--- src/rtl/apb_exe_pkg.sv ---
// Shared types and constants for the APB execution-unit initiator:
// sequencer states, transfer indices, register window offsets and status bits.
package apb_exe_pkg;

   typedef enum logic [1:0] {
      ST_IDLE   = 2'd0,
      ST_SETUP  = 2'd1,
      ST_ACCESS = 2'd2,
      ST_RESP   = 2'd3
   } state_t;

   typedef logic [1:0] xfer_idx_t;

   localparam xfer_idx_t IDX_ARGA   = 2'd0;
   localparam xfer_idx_t IDX_ARGB   = 2'd1;
   localparam xfer_idx_t IDX_OPER   = 2'd2;
   localparam xfer_idx_t IDX_RESULT = 2'd3;

   localparam logic [7:0] OFF_ARGA   = 8'h0;
   localparam logic [7:0] OFF_ARGB   = 8'h4;
   localparam logic [7:0] OFF_OPER   = 8'h8;
   localparam logic [7:0] OFF_RESULT = 8'hC;

   // Status nibble sits directly above the result in the RESULT register.
   localparam int STAT_PARITY = 0;
   localparam int STAT_SIGN   = 1;
   localparam int STAT_ZERO   = 2;
   localparam int STAT_ERROR  = 3;
   localparam int STAT_W      = 4;

   function automatic logic [7:0] xfer_offset(input xfer_idx_t idx);
      case (idx)
         IDX_ARGA: xfer_offset = OFF_ARGA;
         IDX_ARGB: xfer_offset = OFF_ARGB;
         IDX_OPER: xfer_offset = OFF_OPER;
         default:  xfer_offset = OFF_RESULT;
      endcase
   endfunction

endpackage

--- src/rtl/apb_exe_master_if.sv ---
// Command, response and APB signal bundle of apb_exe_master.
// Both handshakes transfer exactly on a rising edge where valid && ready;
// the offering side holds its payload stable until that edge.
interface apb_exe_master_if #(
   parameter int WIDTH_ARG  = 8,
   parameter int WIDTH_OPER = 2,
   parameter int ADDR_W     = 4,
   parameter int DATA_W     = 32
);
   logic                  i_cmd_valid;
   logic                  o_cmd_ready;
   logic [WIDTH_OPER-1:0] i_oper;
   logic [WIDTH_ARG-1:0]  i_argA;
   logic [WIDTH_ARG-1:0]  i_argB;

   logic                  o_rsp_valid;
   logic                  i_rsp_ready;
   logic [WIDTH_ARG-1:0]  o_result;
   logic [3:0]            o_status;
   logic                  o_slverr;

   logic                  o_psel;
   logic                  o_penable;
   logic                  o_pwrite;
   logic [ADDR_W-1:0]     o_paddr;
   logic [DATA_W-1:0]     o_pwdata;
   logic [DATA_W-1:0]     i_prdata;
   logic                  i_pready;
   logic                  i_pslverr;

   modport master (
      input  i_cmd_valid, i_oper, i_argA, i_argB, i_rsp_ready,
             i_prdata, i_pready, i_pslverr,
      output o_cmd_ready, o_rsp_valid, o_result, o_status, o_slverr,
             o_psel, o_penable, o_pwrite, o_paddr, o_pwdata
   );

   modport slave (
      output i_cmd_valid, i_oper, i_argA, i_argB, i_rsp_ready,
             i_prdata, i_pready, i_pslverr,
      input  o_cmd_ready, o_rsp_valid, o_result, o_status, o_slverr,
             o_psel, o_penable, o_pwrite, o_paddr, o_pwdata
   );

endinterface

--- src/rtl/apb_xfer.sv ---
// Single APB transfer engine: a start pulse loads SETUP, the next edge enters
// ACCESS, and completion drops the bus unless a new start chains straight on.
module apb_xfer #(
   parameter int ADDR_W = 4,
   parameter int DATA_W = 32
) (
   input  logic              i_clk,
   input  logic              i_rsn,
   input  logic              i_start,
   input  logic [ADDR_W-1:0] i_addr,
   input  logic              i_write,
   input  logic [DATA_W-1:0] i_wdata,
   output logic              o_done,
   output logic              o_err,
   output logic [DATA_W-1:0] o_rdata,
   output logic              o_psel,
   output logic              o_penable,
   output logic              o_pwrite,
   output logic [ADDR_W-1:0] o_paddr,
   output logic [DATA_W-1:0] o_pwdata,
   input  logic [DATA_W-1:0] i_prdata,
   input  logic              i_pready,
   input  logic              i_pslverr
);

   // Completion, error and read data only mean something in the finishing ACCESS cycle.
   assign o_done  = o_psel && o_penable && i_pready;
   assign o_err   = o_done && i_pslverr;
   assign o_rdata = i_prdata;

   always_ff @(posedge i_clk or negedge i_rsn) begin
      if (!i_rsn) begin
         o_psel    <= 1'b0;
         o_penable <= 1'b0;
         o_pwrite  <= 1'b0;
         o_paddr   <= '0;
         o_pwdata  <= '0;
      end else if (i_start) begin
         o_psel    <= 1'b1;
         o_penable <= 1'b0;
         o_pwrite  <= i_write;
         o_paddr   <= i_addr;
         o_pwdata  <= i_write ? i_wdata : '0;
      end else if (o_psel && !o_penable) begin
         o_penable <= 1'b1;
      end else if (o_done) begin
         o_psel    <= 1'b0;
         o_penable <= 1'b0;
         o_pwrite  <= 1'b0;
         o_paddr   <= '0;
         o_pwdata  <= '0;
      end
   end

endmodule

--- src/rtl/apb_exe_master.sv ---
// Offloads one operation to an APB execution unit: writes ARGA, ARGB, OPER,
// reads RESULT, then holds result/status/bus error until the response is taken.
module apb_exe_master
   import apb_exe_pkg::*;
#(
   parameter int WIDTH_ARG  = 8,
   parameter int WIDTH_OPER = 2,
   parameter int ADDR_W     = 4,
   parameter int DATA_W     = 32
) (
   input  logic             i_clk,
   input  logic             i_rsn,
   apb_exe_master_if.master bus,
   output state_t           o_dbg_state
);

   state_t                state_q;
   xfer_idx_t             idx_q;
   xfer_idx_t             nxt_idx;
   logic [WIDTH_OPER-1:0] oper_q;
   logic [WIDTH_ARG-1:0]  arg_b_q;

   logic                  rsp_valid_q;
   logic [WIDTH_ARG-1:0]  result_q;
   logic [STAT_W-1:0]     status_q;
   logic                  slverr_q;

   logic                  cmd_fire;
   logic                  xfer_start;
   logic [ADDR_W-1:0]     xfer_addr;
   logic                  xfer_write;
   logic [DATA_W-1:0]     xfer_wdata;
   logic                  xfer_done;
   logic                  xfer_err;
   logic [DATA_W-1:0]     xfer_rdata;

   assign bus.o_cmd_ready = (state_q == ST_IDLE);
   assign cmd_fire        = bus.i_cmd_valid && bus.o_cmd_ready;

   assign bus.o_rsp_valid = rsp_valid_q;
   assign bus.o_result    = result_q;
   assign bus.o_status    = status_q;
   assign bus.o_slverr    = slverr_q;
   assign o_dbg_state     = state_q;

   // The next transfer is launched on the same edge that completes the previous
   // one, so ARGA must come straight from the command port at acceptance.
   always_comb begin
      xfer_start = 1'b0;
      nxt_idx    = IDX_ARGA;
      if (state_q == ST_IDLE && cmd_fire) begin
         xfer_start = 1'b1;
         nxt_idx    = IDX_ARGA;
      end else if (state_q == ST_ACCESS && xfer_done && !xfer_err && idx_q != IDX_RESULT) begin
         xfer_start = 1'b1;
         nxt_idx    = idx_q + 2'd1;
      end

      xfer_addr  = ADDR_W'(xfer_offset(nxt_idx));
      xfer_write = (nxt_idx != IDX_RESULT);
      case (nxt_idx)
         IDX_ARGA: xfer_wdata = DATA_W'(bus.i_argA);
         IDX_ARGB: xfer_wdata = DATA_W'(arg_b_q);
         IDX_OPER: xfer_wdata = DATA_W'(oper_q);
         default:  xfer_wdata = '0;
      endcase
   end

   apb_xfer #(
      .ADDR_W (ADDR_W),
      .DATA_W (DATA_W)
   ) u_xfer (
      .i_clk     (i_clk),
      .i_rsn     (i_rsn),
      .i_start   (xfer_start),
      .i_addr    (xfer_addr),
      .i_write   (xfer_write),
      .i_wdata   (xfer_wdata),
      .o_done    (xfer_done),
      .o_err     (xfer_err),
      .o_rdata   (xfer_rdata),
      .o_psel    (bus.o_psel),
      .o_penable (bus.o_penable),
      .o_pwrite  (bus.o_pwrite),
      .o_paddr   (bus.o_paddr),
      .o_pwdata  (bus.o_pwdata),
      .i_prdata  (bus.i_prdata),
      .i_pready  (bus.i_pready),
      .i_pslverr (bus.i_pslverr)
   );

   always_ff @(posedge i_clk or negedge i_rsn) begin
      if (!i_rsn) begin
         state_q     <= ST_IDLE;
         idx_q       <= IDX_ARGA;
         oper_q      <= '0;
         arg_b_q     <= '0;
         rsp_valid_q <= 1'b0;
         result_q    <= '0;
         status_q    <= '0;
         slverr_q    <= 1'b0;
      end else begin
         case (state_q)
            ST_IDLE: begin
               if (cmd_fire) begin
                  oper_q   <= bus.i_oper;
                  arg_b_q  <= bus.i_argB;
                  idx_q    <= IDX_ARGA;
                  slverr_q <= 1'b0;
                  state_q  <= ST_SETUP;
               end
            end
            ST_SETUP: state_q <= ST_ACCESS;
            ST_ACCESS: begin
               if (xfer_done) begin
                  if (xfer_err) begin
                     // A bus error abandons the remaining transfers.
                     slverr_q    <= 1'b1;
                     result_q    <= '0;
                     status_q    <= '0;
                     rsp_valid_q <= 1'b1;
                     state_q     <= ST_RESP;
                  end else if (idx_q != IDX_RESULT) begin
                     idx_q   <= nxt_idx;
                     state_q <= ST_SETUP;
                  end else begin
                     result_q    <= xfer_rdata[WIDTH_ARG-1:0];
                     status_q    <= xfer_rdata[WIDTH_ARG+STAT_W-1:WIDTH_ARG];
                     rsp_valid_q <= 1'b1;
                     state_q     <= ST_RESP;
                  end
               end
            end
            ST_RESP: begin
               if (bus.i_rsp_ready) begin
                  rsp_valid_q <= 1'b0;
                  state_q     <= ST_IDLE;
               end
            end
            default: state_q <= ST_IDLE;
         endcase
      end
   end

   logic unused_rdata;
   if (DATA_W > WIDTH_ARG + STAT_W) begin : g_rdata_spare
      assign unused_rdata = ^xfer_rdata[DATA_W-1:WIDTH_ARG+STAT_W];
   end else begin : g_rdata_exact
      assign unused_rdata = 1'b0;
   end

endmodule

--- src/flat_wrapper.sv ---
// flat-port wrapper written by rule: the top's interface ports become plain ports
module apb_exe_master_flat import apb_exe_pkg::*;
#(
   parameter int WIDTH_ARG  = 8,
   parameter int WIDTH_OPER = 2,
   parameter int ADDR_W     = 4,
   parameter int DATA_W     = 32
)
  (i_clk, i_rsn, o_dbg_state, bus_i_cmd_valid, bus_i_oper, bus_i_argA, bus_i_argB, bus_i_rsp_ready, bus_i_prdata, bus_i_pready, bus_i_pslverr, bus_o_cmd_ready, bus_o_rsp_valid, bus_o_result, bus_o_status, bus_o_slverr, bus_o_psel, bus_o_penable, bus_o_pwrite, bus_o_paddr, bus_o_pwdata);
  apb_exe_master_if #(.WIDTH_ARG(WIDTH_ARG), .WIDTH_OPER(WIDTH_OPER), .ADDR_W(ADDR_W), .DATA_W(DATA_W)) bus_i ();
  input  logic i_clk;
  input  logic i_rsn;
  output state_t o_dbg_state;
  input wire logic [$bits(bus_i.i_cmd_valid)-1:0] bus_i_cmd_valid;
  input wire logic [$bits(bus_i.i_oper)-1:0] bus_i_oper;
  input wire logic [$bits(bus_i.i_argA)-1:0] bus_i_argA;
  input wire logic [$bits(bus_i.i_argB)-1:0] bus_i_argB;
  input wire logic [$bits(bus_i.i_rsp_ready)-1:0] bus_i_rsp_ready;
  input wire logic [$bits(bus_i.i_prdata)-1:0] bus_i_prdata;
  input wire logic [$bits(bus_i.i_pready)-1:0] bus_i_pready;
  input wire logic [$bits(bus_i.i_pslverr)-1:0] bus_i_pslverr;
  output wire logic [$bits(bus_i.o_cmd_ready)-1:0] bus_o_cmd_ready;
  output wire logic [$bits(bus_i.o_rsp_valid)-1:0] bus_o_rsp_valid;
  output wire logic [$bits(bus_i.o_result)-1:0] bus_o_result;
  output wire logic [$bits(bus_i.o_status)-1:0] bus_o_status;
  output wire logic [$bits(bus_i.o_slverr)-1:0] bus_o_slverr;
  output wire logic [$bits(bus_i.o_psel)-1:0] bus_o_psel;
  output wire logic [$bits(bus_i.o_penable)-1:0] bus_o_penable;
  output wire logic [$bits(bus_i.o_pwrite)-1:0] bus_o_pwrite;
  output wire logic [$bits(bus_i.o_paddr)-1:0] bus_o_paddr;
  output wire logic [$bits(bus_i.o_pwdata)-1:0] bus_o_pwdata;
  assign bus_i.i_cmd_valid = bus_i_cmd_valid;
  assign bus_i.i_oper = bus_i_oper;
  assign bus_i.i_argA = bus_i_argA;
  assign bus_i.i_argB = bus_i_argB;
  assign bus_i.i_rsp_ready = bus_i_rsp_ready;
  assign bus_i.i_prdata = bus_i_prdata;
  assign bus_i.i_pready = bus_i_pready;
  assign bus_i.i_pslverr = bus_i_pslverr;
  assign bus_o_cmd_ready = bus_i.o_cmd_ready;
  assign bus_o_rsp_valid = bus_i.o_rsp_valid;
  assign bus_o_result = bus_i.o_result;
  assign bus_o_status = bus_i.o_status;
  assign bus_o_slverr = bus_i.o_slverr;
  assign bus_o_psel = bus_i.o_psel;
  assign bus_o_penable = bus_i.o_penable;
  assign bus_o_pwrite = bus_i.o_pwrite;
  assign bus_o_paddr = bus_i.o_paddr;
  assign bus_o_pwdata = bus_i.o_pwdata;
  apb_exe_master #(.WIDTH_ARG(WIDTH_ARG), .WIDTH_OPER(WIDTH_OPER), .ADDR_W(ADDR_W), .DATA_W(DATA_W)) u_core (.i_clk(i_clk), .i_rsn(i_rsn), .bus(bus_i), .o_dbg_state(o_dbg_state));
endmodule
--- config.mk ---
export PLATFORM = sky130hd
export DESIGN_NAME = apb_exe_master_flat
export DESIGN_NICKNAME = d
export VERILOG_FILES = /design/src/rtl/apb_exe_pkg.sv /design/src/rtl/apb_exe_master_if.sv /design/src/rtl/apb_xfer.sv /design/src/rtl/apb_exe_master.sv /design/src/flat_wrapper.sv
export SDC_FILE = /design/constraint.sdc
export NUM_CORES = 1
export LEC_CHECK = 0
export CAP_MARGIN = 0
export CORE_ASPECT_RATIO = 0.6
export CORE_MARGIN = 8
export CORE_UTILIZATION = 35
export CTS_CLUSTER_DIAMETER = 100
export DETAILED_ROUTE_END_ITERATION = 7
export GPL_TIMING_DRIVEN = 0
export PLACE_DENSITY = 0.74
export SYNTH_ARGS = -nofsm -noshare
export SYNTH_HDL_FRONTEND = slang
export SYNTH_SLANG_ARGS = --single-unit
--- constraint.sdc ---
create_clock -name i_clk -period 4.47 [get_ports i_clk]
set_clock_uncertainty 0.05 [all_clocks]
set_input_delay 0.6705 -clock i_clk [delete_from_list [all_inputs] [get_ports i_clk]]
set_output_delay 0.6705 -clock i_clk [all_outputs]
set_load 0.1 [all_outputs]
**Word-level counts from Yosys, hierarchy flattened**

Cells that the tools add are included.

- Input bits: 56
- Bits in registers: 67
- Output and inout port bits: 56

- Eq/ne operators: 16
- Reductions and logical operators: 24
- Add/subtract/negate cells: 1
- Muxes and demuxes: 43

Operators by type and width:

| kind | number |
|---|---|
| $mux W32 | 4 |
| $pmux W8 S3 | 1 |
| $mux W2 | 11 |
| $mux W4 | 5 |
| $mux W8 | 2 |
| $ne A2 B2 Y1 const B | 8 |
| $mux W1 | 15 |
| $pmux W4 S3 | 1 |
| $logic_and A1 B1 Y1 | 9 |
| $pmux W2 S4 | 1 |
| $reduce_and A4 Y1 | 2 |
| $eq A2 B2 Y1 const B | 3 |
| $reduce_and A3 Y1 | 2 |
| $reduce_bool A2 Y1 | 3 |
| $reduce_and A5 Y1 | 1 |
| $eq A2 B1 Y1 const B | 2 |
| $logic_not A2 Y1 | 2 |
| $ne A2 B1 Y1 const B | 2 |
| $pmux W1 S2 | 2 |
| $pmux W2 S2 | 1 |
| $reduce_and A2 Y1 | 2 |
| $ne A3 B2 Y1 const B | 1 |
| $reduce_bool A3 Y1 | 1 |
| $add A2 B1 Y2 const B | 1 |
| $logic_not A1 Y1 | 2 |

**Depth between registers and ports, before layout**

Gate-level depths: netlist (run 1).

- Depth in word-level cells: 12
- Gate-level depth with buffers: 6

**By module**

Synthesis (run 1) repeated with hierarchy kept, for this count alone.

- Cells, all modules: 287
- Area total of the unflattened synthesis: 3233.1 um^2

Modules (own cells, without submodules):

| module | sequential area each (um^2) | area an instance (um^2) | cells an instance | times used |
|---|---|---|---|---|
| apb_xfer | 975.9 | 1711.6 | 132 | 1 |
| apb_exe_master | 700.7 | 1521.5 | 155 | 1 |

**Least setup slack after synthesis (run 1)**

No wires, ideal clock.

- Path kind: reg-to-reg
- Start point: register u_core.state_q[0] (netlist: u_core.o_dbg_state[0])
- End point: register u_core.arg_b_q[0]
- Stages on the path, launching flop included: 6
- Buffers on the path: 1
- Data required time: 4301 ps
- Setup time: 119 ps
- Arrival: 2885 ps
- Path slack: 1416 ps
- Path through: dfrtp_1 > nor2_1 > nand2_1 > clkbuf_1 > nand2_1 > nand2_1

- Longest elaborated chain between the ends: 3

Ends and longest elaborated chain:

| element | line | source |
|---|---|---|
| start, declared | apb_exe_master.sv:17 | `state_t state_q;` |
| start signal, assigned | apb_exe_master.sv:94 | `state_q <= ST_IDLE;` |
| start signal, assigned | apb_exe_master.sv:110 | `state_q <= ST_SETUP;` |
| start signal, assigned | apb_exe_master.sv:113 | `ST_SETUP: state_q <= ST_ACCESS;` |
| $logic_not A2 Y1 * | apb_exe_master.sv:37 | `assign bus.o_cmd_ready = (state_q == ST_IDLE);` |
| via bus_o_cmd_ready | flat_wrapper.sv:22 | `output wire logic [$bits(bus_i.o_cmd_ready)-1:0] bus_o_cmd_ready;` |
| $logic_and A1 B1 Y1 | apb_exe_master.sv:38 | `assign cmd_fire = bus.i_cmd_valid && bus.o_cmd_ready;` |
| $reduce_and A2 Y1 (no line) * | n/a |  |
| end signal, assigned | apb_exe_master.sv:107 | `arg_b_q <= bus.i_argB;` |
| end, declared | apb_exe_master.sv:21 | `logic [WIDTH_ARG-1:0] arg_b_q;` |

The timed path passes the listed nets; every way through them passes the cells marked *.
A chain may end at the register's enable or synchronous reset.

**Worst setup path after layout (run 1)**

- Start point: register u_core.state_q[0] (netlist: u_core.o_dbg_state[0])
- End point: output port bus_o_cmd_ready

- Longest elaborated chain between the ends: 1

Ends and longest elaborated chain:

| element | line |
|---|---|
| $logic_not A2 Y1 | apb_exe_master.sv:37 |
| end, declared | flat_wrapper.sv:22 |

No other way between the ends.

==> results of run 1 <==
==> through the flow <==
step | utilization, % | area [µm²]
finish | 53.0 | 2920
global route | 53.0 | 2920
CTS | 53.0 | 2920
detailed placement | 51.1 | 2820
global placement | 50.9 | 2810
floorplan | - | 2070
==> kinds of logic (layout without fill, tap and decap cells) <==
logic type / Yosys count / after routing / synth area share, %
AOI/OAI and AO/OA: 29 / 29 / 11.5
adders and majority gates: 1 / 1 / 0.633
DFF: 41 / 41 / 51.9
muxes: 12 / 12 / 6.84
xor gates and xnor gates: 1 / 1 / 0.443
other: 1 / 26 / 0.190
buffers and inverters: 33 / 107 / 11.3
and+or+nand+nor: 72 / 72 / 17.2
==> area by class of cell <==
class	count	share of cell area, %
Buffer	33	7.62
Sequential cell	41	35.1
Clock inverter	1	0.171
Multi-Input combinational cell	141	28.1
Tap cell	69	2.95
Clock buffer	7	3.30
Timing Repair Buffer	66	22.8
==> layout by cell type (no fill, tap or decap), types with 3 or more instances in the layout <==
cell type and instances:
clkdlybuf4s50_1 64, dfrtp_1 41, nand2_1 38, buf_4 26
conb_1 26, nor2b_1 16, a22o_1 14, mux2_2 12
nor2_1 7, clkbuf_8 7, clkbuf_1 5, nand3_1 4
a21o_1 3, a21oi_1 3
==> routing by layer <==
metal	vias to the layer above	share of wire [%]	global-route usage (%)
met3	7	6.6	4.46
met4	0	1.2	3.96
li1	788	-	-
met5	-	0	0
met2	37	47	20.5
met1	788	45	15.5
==> worst max-delay path, delay by kind of cell, from the launching register on <==
family / cells / cell delay (ns)
simple gates: 1 / 0.17
flops: 1 / 0.46
buf+inv: 1 / 1.16
==> cells in the mapped netlist (all sizes together) <==
cell	count	share of area (%)
o21a	2	0.76
nand4	1	0.32
nand3	4	1.0
ha	1	0.63
and3	1	0.32
dfrtp	41	52
nor3b	2	0.76
a21oi	3	0.76
o2bb2ai	2	0.89
buf	28	10
mux2	12	6.8
conb	1	0.19
nor2b	16	5.1
a22o	14	6.2
o211ai	1	0.38
or4b	1	0.51
or4	1	0.38
a21o	3	1.1
xor2	1	0.44
a2bb2oi	1	0.44
nor2	7	1.3
nor4	1	0.32
o21ai	1	0.25
a31oi	2	0.63
nand2	38	7.2
clkbuf	5	0.95
==> sequential cells by signal (all words and copies together) (netlist names), 2 cells and up <==
name / count
u_core.idx_q: 2
u_core.o_dbg_state: 2
u_core.oper_q: 2
u_core.bus.o_result: 8
u_core.arg_b_q: 8
u_core.bus.o_status: 4
u_core.u_xfer.o_pwdata: 8
u_core.u_xfer.o_paddr: 2
==> final timing paths <==
check	slack, ns	depth (start not counted)	startpoint	end
max in group asynchronous	3.74	2	i_rsn	u_core.bus.o_result[2]
min	0.19	1	i_rsn	u_core.arg_b_q[3]
min in group i_clk	0.43	2	u_core.arg_b_q[1]	u_core.arg_b_q[1]
min reg2reg	0.43	2	u_core.arg_b_q[1]	u_core.arg_b_q[1]
max reg2reg	1.99	5	u_core.idx_q[0]	u_core.u_xfer.o_pwdata[3]
max	1.67	2	u_core.o_dbg_state[0]	bus_o_cmd_ready
==> results_dict.tcl, run 1 <==
set metrics [dict create \
    cts_tree "done" \
    crit_fanout 8 \
    outcome "finished clean" \
    dp.cells 350 \
    postCtsSetupRepairBufs 0 \
    ys_warn_count 0 \
    fp.dieW_um 113 \
    clkTransAtPathRegs_ns 0.08 \
    syn_inst 190 \
    vias_per_cell 4.53 \
    crit_arrival_ns 2.08 \
    clock_path_buffers 2 \
    die-area_mm2 0.00838 \
    diodes 0 \
    io_buffers 65 \
    antenna_found_initial 0 \
    hold_viol 0 \
    slew_headroom_pct 27.0 \
    critPathCaptureType "output port" \
    max_slew.worst_pin.slew_ns 1.08 \
    setup_tns_ns 0 \
    synth_cell_types 28 \
    cpMaxStageDelayCell "clkdlybuf4s50_1" \
    grt_max_degree 32 \
    multi_input_area_um2 821 \
    grt.total_usage_pct 12.6 \
    whs_ns 0.189 \
    avgSynthCellArea_um2 10.4 \
    hold_buffers 0 \
    period_minus_slack_ns 2.80 \
    drv_cap 0 \
    finalSetupViolations 0 \
    first_global_vias 1635 \
    pin_count 112 \
    pre_cts_ws_ns 1.37 \
    fin_ws_ns 1.67 \
    nFillCells 529 \
    routedWlPerCell_um 14.6 \
    overflow 0 \
    start_util_pct 35.8 \
    drc 0 \
    ys_ff_latch 41 \
    syn_to_final_growth_pct 47.9 \
    dr.pass1.iters 4 \
    vias 1620 \
    rows 21 \
    dp_hpwl_um 4150 \
    path_class "reg2out" \
    cts_buffers 5 \
    clk_latency_ns 0.29 \
    start_kind "flip-flop" \
    synth-seq-area-share_pct 51.9 \
    die_h_um 74.2 \
    finalCritPeriodShare_pct 62.7 \
    drtIter0Drc 51 \
    clock-sinks 41 \
    crit_chain "nor2_1, clkdlybuf4s50_1" \
    postRouteAntennaNets 0 \
    slew_viol_final 0 \
    synthesis.area_mm2 0.00198 \
    drive_above_1_share_pct 17.0 \
    layout.cells.non_filler 358 \
    fmax_mhz 357 \
    fin_nets 345 \
    critPathMaxStageDelay_ns 1.16 \
    fp.coreArea_mm2 0.00552 \
    worstPathRequired_ns 3.75 \
    place.gp.congestion 0.737 \
    htree_levels 2 \
    drt-total-wl_um 5220 \
    register_area_mm2 0.00103 \
    grt_pass1_wl_um 8360 \
    root_buffer "clkbuf_8" \
    min_path_type "in2async" \
    rsz0062_at_grt "false" \
    cts_resized 0 \
]
Power of run 1 is left out: the tool's default activity adds up to more than one toggle a clock period on the data nets, which glitch-free logic cannot reach.
==> run 2, diff against run 1 <==
CORE_UTILIZATION = 34   (was 35)
PLACE_DENSITY = 0.75   (was 0.74)
clock period = 2.5 ns   (was 4.47 ns; I/O delays follow)
==> run 2 against run 1 <==
Routed wire length shrank 2.1%; final cell count grew 3.4%; non-clock buffer count grew 1; sequential cell count is the same; count of clock-buffer cells in the layout is the same; sequential share of layout area shrank 0.39 points; via count shrank 1.5%; global-route usage shrank 0.91 points; utilization grew 0.10 points; worst hold slack gained 0.24 ns; cell area grew 1.6%; largest cell class unchanged.
==> results_dict.tcl, run 2 (synthesis gave the netlist of run 1 again) <==
set metrics [dict create \
    outcome "finished clean" \
    cp_common_cell "a22o_1" \
    routedWlPerCell_um 13.8 \
    drive_above_1_share_pct 19.7 \
    clkTransAtPathRegs_ns 0.08 \
    crit_chain "ha_1, or4b_4, or4_1, clkbuf_4, a22o_1, a22o_1" \
    grt.total_usage_pct 11.7 \
    postRouteAntennaNets 0 \
    finalCritPeriodShare_pct 97.4 \
    start_util_pct 35.3 \
    fp.dieW_um 114 \
    layout_common_cells "clkdlybuf4s50_1 (63), nand2_1 (38), dfrtp_1 (37)" \
    cts_buffers 5 \
    critPathCaptureType "flip-flop" \
    clock_path_buffers 2 \
    ff2ff_path_depth 6 \
    min_path_type "in2async" \
    fp.coreArea_mm2 0.00560 \
    path_class "reg2reg" \
    first_global_vias 1518 \
    final_area_mm2 0.00297 \
    cts_tree "done" \
    drv_cap 0 \
    die_h_um 75.0 \
    syn_to_final_growth_pct 50.3 \
    io_buffers 65 \
    fmax_mhz 411 \
    drtIter0Drc 56 \
    slew_headroom_pct 32.9 \
    overflow 0 \
    worstPathRequired_ns 2.63 \
    dp_hpwl_um 4070 \
    placed_area_mm2 0.00284 \
    fin_nets 346 \
    root_buffer "clkbuf_8" \
    grt_max_degree 32 \
    ff2ff_setup_slack_ns 0.07 \
    critPathLaunch "u_core.idx_q[1]" \
    grt_pass1_wl_um 7820 \
    cpMaxStageDelayCell "or4b_4" \
    start_kind "flip-flop" \
    max_slew.worst_pin.slew_ns 1.00 \
    whs_ns 0.426 \
    nFillCells 505 \
    hold_viol 0 \
    critPathMaxStageDelay_ns 0.55 \
    vias 1595 \
    dr.pass1.iters 5 \
    drc 0 \
    die-area_mm2 0.00859 \
    place.gp.congestion 0.767 \
    clock-sinks 41 \
    clk_latency_ns 0.29 \
    slew_viol_final 0 \
    drt-total-wl_um 5110 \
    htree_levels 2 \
    rsz0062_at_grt "false" \
    pin_count 112 \
    crit_arrival_ns 2.57 \
    postCtsSetupRepairBufs 0 \
    crit_fanout 8 \
    finalSetupViolations 0 \
    r2r_start "u_core.idx_q[1]" \
    diodes 0 \
    reg2reg_to "u_core.u_xfer.o_pwdata[2]" \
    vias_per_cell 4.31 \
    mostFrequentLayoutCell "clkdlybuf4s50_1" \
    antenna_found_initial 0 \
    period_minus_slack_ns 2.43 \
    rows 21 \
]
-- run 2: routing by layer --
layer  vias up  global-route usage [%]  share of wire (%)
li1        796                       -                  -
met1       746                    14.7                 44
met2        48                    18.9                 49
met3         5                    3.28                5.1
met4         0                    4.39                1.1
met5         -                       0                  0
-- run 2: how the worst max path moves through the flow --
| stage | cells after the start | end | slack [ns] |
|---|---|---|---|
| detailed placement | 5 | u_core.u_xfer.o_pwdata[2] | -0.32 |
| global route | 6 | u_core.u_xfer.o_pwdata[2] | 0.01 |
| CTS | 2 | bus_o_cmd_ready | 0.01 |
| global placement | 5 | u_core.u_xfer.o_pwdata[2] | -0.32 |
| finish | 6 | u_core.u_xfer.o_pwdata[2] | 0.07 |
| floorplan | 5 | u_core.u_xfer.o_pwdata[2] | 0.11 |
-- run 2: layout make-up --
cell class	instances	area, µm²	share of cell area, %
buffer	33	226	7.62
clock buffer	7	96.3	3.24
clock inverter	1	5.00	0.168
multi-input combinational	141	833	28.1
sequential	41	1030	34.7
tap	80	100	3.37
timing repair buffer	67	678	22.8
-- run 2: worst max-delay path: cells and delay by family (launching register included) --
kind                     cells  cell delay (ns)
AND/OR/NAND/NOR              2             1.04
adder cells (fa/ha/maj)      1             0.20
AO/OA/AOI/OAI                2             0.44
buffers and inverters        1             0.20
flip-flops                   1             0.40
-- run 2: through the flow --
step	setup TNS, ns	util, %	worst slack (ns)	instances
2_1_floorplan	0	-	0.107	215
3_3_place_gp	-5.74	50.5	-0.319	360
3_5_place_dp	-4.40	50.8	-0.315	361
4_1_cts	0	52.9	0.00959	370
5_1_grt	0	53.1	0.0111	370
6_report	0	53.1	0.0657	370
-- run 2: repair_timing --
action / CTS / global route
setup endpoints to repair: 5 / 12
hold buffers: 1 / 0
gates resized for setup: 1 / 5
hold endpoints to repair: 10 / 0
Power of run 2 is left out for the same reason.
==> run 3, diff against run 2 <==
CORE_MARGIN = default   (was 8)
==> run 3 against run 2 <==
Non-clock buffer count is the same; worst setup slack gained 0.057 ns; routed wire length shrank 10%; cell area shrank 0.38%; sequential share of layout area grew 0.13 points; sequential cell count is the same; maximum frequency grew 2.4%; largest cell class unchanged.
==> results_dict.tcl, run 3 (synthesis gave the netlist of run 1 again) <==
set metrics [dict create \
    critPathCaptureType "flip-flop" \
    slew_viol_final 0 \
    path_class "reg2reg" \
    dp_hpwl_um 3510 \
    drive_above_1_share_pct 19.0 \
    cpMaxStageDelayCell "or4b_4" \
    diodes 0 \
    grt_pass1_wl_um 7270 \
    max_slew.worst_pin.slew_ns 1.01 \
    rsz0062_at_grt "false" \
    clkTransAtPathRegs_ns 0.08 \
    cts_tree "done" \
    drt-total-wl_um 4580 \
    drv_cap 0 \
    worstPathRequired_ns 2.62 \
    clock_path_buffers 2 \
    outcome "finished clean" \
    fp.dieW_um 100 \
    postRouteAntennaNets 0 \
    vias_per_cell 4.31 \
    place.gp.congestion 0.698 \
    finalSetupViolations 0 \
    root_buffer "clkbuf_8" \
    first_global_vias 1541 \
    antenna_found_initial 0 \
    slew_headroom_pct 32.6 \
    die-area_mm2 0.00613 \
    syn_to_final_growth_pct 49.8 \
    grt.total_usage_pct 15.8 \
    htree_levels 2 \
    drc 0 \
    io_buffers 65 \
    layout_common_cells "clkdlybuf4s50_1 (62), nand2_1 (38), dfrtp_1 (37)" \
    grt_max_degree 35 \
    placed_area_mm2 0.00284 \
    overflow 0 \
    clk_latency_ns 0.29 \
    start_util_pct 35.3 \
    min_path_type "in2async" \
    fin_nets 346 \
    critPathMaxStageDelay_ns 0.55 \
    crit_fanout 8 \
    final_area_mm2 0.00296 \
    start_kind "flip-flop" \
    dr.pass1.iters 5 \
    nFillCells 537 \
    period_minus_slack_ns 2.38 \
    cts_buffers 5 \
    crit_arrival_ns 2.50 \
    vias 1596 \
    pin_count 112 \
    rows 21 \
    clock-sinks 41 \
    cp_common_cell "a22o_1" \
    hold_viol 0 \
    postCtsSetupRepairBufs 0 \
    crit_chain "ha_1, or4b_4, or4_1, buf_2, a22o_1, a22o_1" \
    die_h_um 61.0 \
    routedWlPerCell_um 12.4 \
    mostFrequentLayoutCell "clkdlybuf4s50_1" \
    finalCritPeriodShare_pct 95.1 \
    fmax_mhz 421 \
    drtIter0Drc 60 \
    ff2ff_setup_slack_ns 0.12 \
    fp.coreArea_mm2 0.00560 \
]
[run 3: per-stage QoR]
step	TNS (ns)	hold slack, ns	instances	setup WS, ns	utilization, %
6_report	0	0.409	370	0.122	52.9
5_1_grt	0	0.424	370	0.0106	52.9
4_1_cts	0	0.417	370	0.0201	52.7
3_5_place_dp	-4.50	0.187	361	-0.303	50.8
3_3_place_gp	-8.01	0.410	360	-0.293	50.5
2_1_floorplan	0	0.0294	215	0.107	-
[run 3: final cells by class]
class / instances / area [µm²] / share of cell area (%)
plain buffers: 33 / 224 / 7.57
multi-input cells: 141 / 833 / 28.2
flip-flops and latches: 41 / 1030 / 34.8
well taps: 80 / 100 / 3.38
repair buffers: 67 / 681 / 23.0
clock buffers: 8 / 90.1 / 3.04
[run 3: final timing paths]
path / from / to / cells past startpoint
max: u_core.idx_q[0] / u_core.u_xfer.o_pwdata[2] / 6
min reg2reg: u_core.oper_q[0] / u_core.oper_q[0] / 2
min: i_rsn / u_core.bus.o_result[7] / 2
min in group i_clk: u_core.oper_q[0] / u_core.oper_q[0] / 2
max reg2reg: u_core.idx_q[0] / u_core.u_xfer.o_pwdata[2] / 6
max in group asynchronous: i_rsn / u_core.u_xfer.o_pwdata[2] / 3
[run 3: metal layers]
metal,GRT usage [%],vias to the layer above,part of all wire (%)
met5,0,-,0
met4,4.55,0,0
met3,4.20,0,5.8
met2,24.6,48,47
met1,22.0,754,47
li1,-,794,-
[run 3: repair_timing]
item | 4_1_cts | 5_1_grt
resized for setup | 1 | 5
gates cloned | 0 | 0
endpoints found under the hold margin | 7 | 0
hold buffers | 1 | 0
endpoints found under the setup margin | 4 | 17
pin swaps | 0 | 0
[run 3: critical path, delay by kind of cell (launching register included)]
kind	cells	cell delay [ns]
buffers and inverters	1	0.18
AOI/OAI and AO/OA	2	0.42
and+or+nand+nor	2	1.01
adders and majority gates	1	0.22
DFF	1	0.38
Power of run 3 is left out for the same reason.
